[config.mk]
export PLATFORM = sky130hd
export DESIGN_NAME = int_entry_sequencer
export DESIGN_NICKNAME = d
export VERILOG_FILES = /design/src/rtl/int_entry_sequencer.sv
export SDC_FILE = /design/constraint.sdc
export NUM_CORES = 1
export LEC_CHECK = 0
export CORE_MARGIN = 2
export CORE_UTILIZATION = 33
export DETAILED_ROUTE_END_ITERATION = 16
export PLACE_DENSITY = 0.81
export SLEW_MARGIN = 10
export SYNTH_ARGS = -nofsm -noshare
export SYNTH_HDL_FRONTEND = slang
export SYNTH_SLANG_ARGS = --single-unit
[constraint.sdc]
create_clock -name clk -period 1.3 [get_ports clk]
set_clock_uncertainty 0.2 [all_clocks]
set_input_delay 0.26 -clock clk [delete_from_list [all_inputs] [get_ports clk]]
set_output_delay 0.26 -clock clk [all_outputs]
set_load 0.02 [all_outputs]
[src/rtl/int_entry_sequencer.sv]
// Interrupt-entry sequencer for the fetch stage.
// Catches a rising edge on the interrupt line and waits for a safe point.
// It then freezes the PC and injects three push pseudo-instructions
// (PC high, PC low, flags) before pulsing the vector load.
module int_entry_sequencer #(
  parameter logic [15:0] PUSH_OPCODE = 16'hF800,
  parameter logic [15:0] NOP_OPCODE  = 16'h0000
) (
  input  logic        clk,
  input  logic        rst,
  // external interrupt request line; "int" is a reserved word in SV
  input  logic        int_req,
  input  logic        stall_control_hazard,
  input  logic        stall_load_usecase,
  input  logic        branch_pending,
  output logic        int_pending,
  output logic        busy,
  output logic        int_stall,
  output logic        inject_enable,
  output logic [15:0] inject_instruction,
  output logic        half_pc_selector,
  output logic        flags_selector,
  output logic        push_flags_pc,
  output logic        start_int
);

  typedef enum logic [2:0] {
    IDLE     = 3'd0,
    PUSH_HI  = 3'd1,
    PUSH_LO  = 3'd2,
    PUSH_FLG = 3'd3,
    VECTOR   = 3'd4
  } state_t;

  typedef struct packed {
    logic        int_stall;
    logic        inject_enable;
    logic        half_pc_selector;
    logic        flags_selector;
    logic        push_flags_pc;
    logic        start_int;
    logic [15:0] inject_instruction;
  } ctrl_t;

  state_t state, state_nxt;
  ctrl_t  ctrl_q;
  logic   int_q;
  logic   int_edge;
  logic   entry_go;

  // Moore decode of the control bundle for a given state
  function automatic ctrl_t decode(input state_t s);
    ctrl_t c;
    c = '0;
    c.inject_instruction = NOP_OPCODE;
    case (s)
      PUSH_HI: begin
        c.int_stall          = 1'b1;
        c.inject_enable      = 1'b1;
        c.push_flags_pc      = 1'b1;
        c.inject_instruction = {PUSH_OPCODE[15:2], 2'b00};
      end
      PUSH_LO: begin
        c.int_stall          = 1'b1;
        c.inject_enable      = 1'b1;
        c.push_flags_pc      = 1'b1;
        c.half_pc_selector   = 1'b1;
        c.inject_instruction = {PUSH_OPCODE[15:2], 2'b01};
      end
      PUSH_FLG: begin
        c.int_stall          = 1'b1;
        c.inject_enable      = 1'b1;
        c.push_flags_pc      = 1'b1;
        c.flags_selector     = 1'b1;
        c.inject_instruction = {PUSH_OPCODE[15:2], 2'b10};
      end
      VECTOR: begin
        c.inject_enable = 1'b1;
        c.start_int     = 1'b1;
      end
      default: ;
    endcase
    return c;
  endfunction

  // Edge detect, entry qualification and next-state selection
  always_comb begin
    int_edge  = int_req & ~int_q;
    entry_go  = int_pending & ~stall_control_hazard & ~stall_load_usecase & ~branch_pending;
    state_nxt = state;
    case (state)
      IDLE:     if (entry_go)            state_nxt = PUSH_HI;
      PUSH_HI:  if (!stall_load_usecase) state_nxt = PUSH_LO;
      PUSH_LO:  if (!stall_load_usecase) state_nxt = PUSH_FLG;
      PUSH_FLG: if (!stall_load_usecase) state_nxt = VECTOR;
      VECTOR:                            state_nxt = IDLE;
      default:                           state_nxt = IDLE;
    endcase
  end

  // State, pending latch and outputs; outputs are registered from the
  // decode of the next state so they always match the state register
  always_ff @(posedge clk) begin
    if (rst) begin
      state       <= IDLE;
      int_q       <= 1'b0;
      int_pending <= 1'b0;
      busy        <= 1'b0;
      ctrl_q      <= decode(IDLE);
    end else begin
      int_q <= int_req;
      if (int_edge)
        int_pending <= 1'b1;
      else if (state == IDLE && entry_go)
        int_pending <= 1'b0;
      state  <= state_nxt;
      busy   <= (state_nxt != IDLE);
      ctrl_q <= decode(state_nxt);
    end
  end

  assign int_stall          = ctrl_q.int_stall;
  assign inject_enable      = ctrl_q.inject_enable;
  assign half_pc_selector   = ctrl_q.half_pc_selector;
  assign flags_selector     = ctrl_q.flags_selector;
  assign push_flags_pc      = ctrl_q.push_flags_pc;
  assign start_int          = ctrl_q.start_int;
  assign inject_instruction = ctrl_q.inject_instruction;

endmodule

==> qor.yml, run 1 <==
status: "finished clean"
min_path_cells: 2
yosysTopAreaCellShare_pct: 43.4
fp.dieH_um: 44.9
cp-end-kind: "flip-flop"
startpoint_type: "flip-flop"
syn_area_per_cell_sq_um: 9.37
leakagePower_nw: 0.346
synth.yosys.warnings: 0
antenna_found_initial: 0
arrival_ns: 1.22
crit_type: "reg -> reg"
irDropWorstVdd_v: 0.000440
std_cell_rows: 14
maxCapViolations: 0
r2r_cells: 4
fmax_ghz: 0.795
die_area_sq_mm: 0.00202
layout_commonest_cell: "buf_4"
crit_chain: "buf_6 > nor4b_4 > nand2_1 > a32o_1"
crit_fanout: 3
dpl_worst_slack_ns: -0.412
dieWidth_um: 44.9
drv_slew: 0
grt_start_max_net_pins: 10
initial_core_util_pct: 35.9
fin_ws_ns: 0.0418
post-synth-top-area-cell: "dfxtp_1"
reg2reg_slack_ns: 0.04
grt_pass1_wl_um: 1370
port_buffers: 20
place_inst: 91
hpwl_um: 702
r2r-start: "int_pending"
place.gp.congestion: 0.837
grt_overflow: 0
cp_slowest_cell: "dfxtp_2"
power_w: 0.000792
fin_crit_sh_pct: 96.8
r2r-end: "int_pending"
first_pass_iters: 4
ys_ff_latch: 12
post_cts_buffers: 0
layout_common_cells: "buf_4, dfxtp_1, buf_2"
max_stage_delay_ns: 0.33
design_area_sq_um: 696
fin_util_pct: 45.1
final-hold-violation-count: 0
synthDistinctLibCells: 18
core_area_sq_mm: 0.00154
layout-drive-gt1-share_pct: 39.7
drc_errors: 0
dr_total_vias: 409
rsz0062_at_grt: "yes"
drt_iter0_drc: 5
netlist_area_sq_um: 553
setup_violations: 0
hp-class: "reg -> reg"
htree_num_levels: 1
cts_num_sinks: 12
wl_met2_um: 455
clk_pin_slew_ns: 0.07
cts_buffer_depth: 2
via_per_inst: 4.35
postRouteAntennaNets: 0
period_minus_slack_ns: 1.26
route.layer.met1.wl_um: 349
whs_endpoint: "int_pending"
track_usage_pct: 9.59
ios: 30
finalWirelength_um: 910
cellPowerDensity_mw_per_mm2: 1140
syn_inst: 59
diodes: 0
maxUsedRoutingLayer: "met4"
clockRootBuffer: "clkbuf_4"
cts_tree: "yes"
nets: 86
final_cells: 94
first_global_vias: 344
routed-wl-met3_um: 96
dpl_cell_area_sq_um: 722
critPathRequiredTime_ns: 1.26
synth-seq-area-share_pct: 43.4
min_from: "int_q"
wl_per_cell_um: 9.68
synthTopCellsByArea: "dfxtp_1, buf_4, nor2_1"
worstSetupStartpoint: "int_pending"
critical-path-top-delay-family: "flip-flops"
numCtsBuffers: 3
critical_path_buf_inv_count: 1
clock_latency_ns: 0.26
area_growth_pct: 25.8
holdBufCountCts: 0
## registers in the layout, summed over array words and instances (netlist names)
| signal | flops |
|---|---|
| busy | 1 |
| int_q | 1 |
| inject_enable | 1 |
| state | 3 |
| half_pc_selector | 1 |
| start_int | 1 |
| push_flags_pc | 1 |
| inject_instruction | 2 |
| int_pending | 1 |
## metrics by stage
stage          TNS [ns]  hold slack, ns
2_1_floorplan         0           0.143
3_3_place_gp      -4.80           0.257
3_5_place_dp      -5.29           0.273
4_1_cts               0           0.291
5_1_grt         -0.0200           0.315
6_report              0           0.292
## worst max-delay path by stage
stage / endpoint / slack, ns / cells after the start
2_1_floorplan: int_pending / 0.07 / 3
5_1_grt: int_pending / -0.02 / 4
3_5_place_dp: int_pending / -0.41 / 4
3_3_place_gp: int_pending / -0.37 / 4
4_1_cts: int_pending / 0.0002 / 4
6_report: int_pending / 0.04 / 4
## tightest hold or removal path, cell delays in order, from the launching register on
cell and delay, ns:
dfxtp_1 0.30, inv_1 0.05, a32o_1 0.11
## synthesized netlist by cell type, drive strengths merged
cell type / number
nor3: 3
inv: 2
nand2: 2
nor2b: 3
nor2: 7
and3: 2
nor4b: 1
dfxtp: 12
mux2i: 1
buf: 17
a32o: 1
nor4: 1
conb: 1
xnor2: 1
a211oi: 2
clkbuf: 2
or2: 1
## layout make-up
cell class,count,area (sq um)
Clock buffer,3,22.5
Fill cell,155,846
Inverter,2,7.51
Multi-Input combinational cell,34,210
Sequential cell,12,245
Tap cell,16,20.0
Timing Repair Buffer,27,190
## metal layers
metal / up-vias / global-route usage (%)
met4: 0 / 8.82
met3: 2 / 2.40
met1: 184 / 10.4
met5: - / 0
li1: 202 / -
met2: 21 / 15.1
## repair_timing
action	CTS	global route
resized for setup	60	14
endpoints found under the setup margin	22	14
pin swaps	0	2
hold endpoints to repair	0	0
## logic make-up after synthesis
group | synth area share [%]
simple gates | 22.2
buf+inv | 25.8
xor+xnor | 1.58
other cells | 0.678
mux | 1.81
flops | 43.4
compound gates | 4.52
## power by group
part	total (W)	switching [W]	internal, W
clock network	0.000215	0.000108	0.000107
registers	0.000401	0.0000145	0.000386
logic	0.000177	0.000103	0.0000738
Note: power is estimated with default switching activity, not from simulation.
==> run 2, diff against run 1 <==
Settings changed: PLACE_DENSITY 0.81 to 0.84.
==> qor.yml, run 2 (synthesis results as in run 1) <==
layout-drive-gt1-share_pct: 41.0  # +1.3 points
initial_core_util_pct: 35.9  # unchanged
core_area_sq_mm: 0.00154  # unchanged
hpwl_um: 744  # +5.9%
postRouteAntennaNets: 0  # unchanged
grt_start_max_net_pins: 10  # unchanged
power_w: 0.000803  # +1.3%
fin_crit_sh_pct: 97.6  # +0.80 points
arrival_ns: 1.22  # about the same
area_growth_pct: 27.1
reg2reg_slack_ns: 0.03  # about the same
period_minus_slack_ns: 1.27  # +0.0104 ns
leakagePower_nw: 0.347  # +0.38%
clock_latency_ns: 0.26  # about the same
hp-class: "reg -> reg"
nets: 86  # unchanged
startpoint_type: "flip-flop"
design_area_sq_um: 703  # +1.1%
clk_pin_slew_ns: 0.07  # about the same
ios: 30  # unchanged
layout_common_cells: "buf_4, dfxtp_1, conb_1"
drt_iter0_drc: 8  # +3
critPathRequiredTime_ns: 1.25  # about the same
dpl_cell_area_sq_um: 722  # unchanged
drv_slew: 0  # unchanged
numCtsBuffers: 3  # unchanged
dr_total_vias: 408  # -0.24%
first_global_vias: 349  # +1.5%
irDropWorstVdd_v: 0.000424  # -3.7%
setup_violations: 0  # unchanged
post_cts_buffers: 0  # unchanged
final-hold-violation-count: 0  # unchanged
place.gp.congestion: 0.829  # -0.87%
cellPowerDensity_mw_per_mm2: 1140  # +0.26%
antenna_found_initial: 0  # unchanged
holdBufCountCts: 0  # unchanged
cts_buffer_depth: 2  # unchanged
std_cell_rows: 14  # unchanged
crit_type: "reg -> reg"
port_buffers: 20  # unchanged
fp.dieH_um: 44.9  # unchanged
largest_reg_flops: 3  # unchanged
grt_pass1_wl_um: 1530  # +12%
drc_errors: 0  # unchanged
wl_per_cell_um: 10.8  # +12%
grt_overflow: 0  # unchanged
crit_fanout: 3  # unchanged
via_per_inst: 4.34  # -0.24%
cp-end-kind: "flip-flop"
rsz0062_at_grt: "yes"
finalWirelength_um: 1020  # +12%
maxCapViolations: 0  # unchanged
first_pass_iters: 4  # unchanged
fmax_ghz: 0.788  # -0.82%
diodes: 0  # unchanged
track_usage_pct: 11.4  # +1.8 points
clockRootBuffer: "clkbuf_4"
cts_tree: "yes"
cts_num_sinks: 12  # unchanged
regMostFlops: "state"
layout_commonest_cell: "buf_4"
dieWidth_um: 44.9  # unchanged
status: "finished clean"
die_area_sq_mm: 0.00202  # unchanged
htree_num_levels: 1  # unchanged
run 2: cell counts in the layout (fill, tap and decap cells not counted):
No cell type changed its count.
run 2: cell type report:
class	instances	area (sq um)
clock buffers	3	22.5
well taps	16	20.0
inverters	2	7.51
flip-flops and latches	12	245
multi-input cells	34	213
fillers	164	838
repair buffers	27	195
run 2: worst paths after layout:
check                           cells past startpoint           to         from
worst max-delay path                                4  int_pending  int_pending
worst min register to register                      2  int_pending        int_q
worst max register to register                      4  int_pending  int_pending
worst min-delay path                                2  int_pending        int_q
run 2: power by group:
part / total (W) / internal [W] / leakage, nW / switching, W
clock: 0.000219 / 0.000107 / 0.0138 / 0.000112
combinational: 0.000181 / 0.0000768 / 0.234 / 0.000104
sequential: 0.000402 / 0.000386 / 0.0990 / 0.0000160
total: 0.000803 / 0.000570 / 0.347 / 0.000233
run 2: repair_timing:
action | in CTS | in global routing
gates resized for setup | 61 | 16
setup endpoints to repair | 23 | 15
pin swaps | 2 | 0
run 2: through the flow:
stage               instances  setup TNS (ns)  worst slack (ns)  hold WS (ns)  util, %
finish                     94               0            0.0314         0.291     45.6
global route               94         -0.0408           -0.0408         0.326     45.6
CTS                        94               0           0.00223         0.289     45.8
detailed placement         91           -5.50            -0.418         0.280     46.8
global placement           91           -4.81            -0.371         0.258     46.8
floorplan                  67               0            0.0714         0.143        -
run 2: worst max-delay path, stage by stage (launching register included):
cell     delay [ns]
dfxtp_2        0.34
buf_6          0.09
nor4b_4        0.22
nand2_1        0.08
a32o_1         0.22
run 2: metal layers:
metal,part of all wire (%),GRT usage (%),vias to the layer above
met5,0,0,-
met4,4.3,12.4,0
met3,9.1,3.60,4
met2,47,18.0,21
met1,40,11.1,178
li1,-,-,205
==> run 3, diff against run 2 <==
Settings changed: ABC_CLOCK_PERIOD_IN_PS from default to 1300.
==> results of run 3 <==
No change in the layout: final DEF, timing and power equal those of run 2.
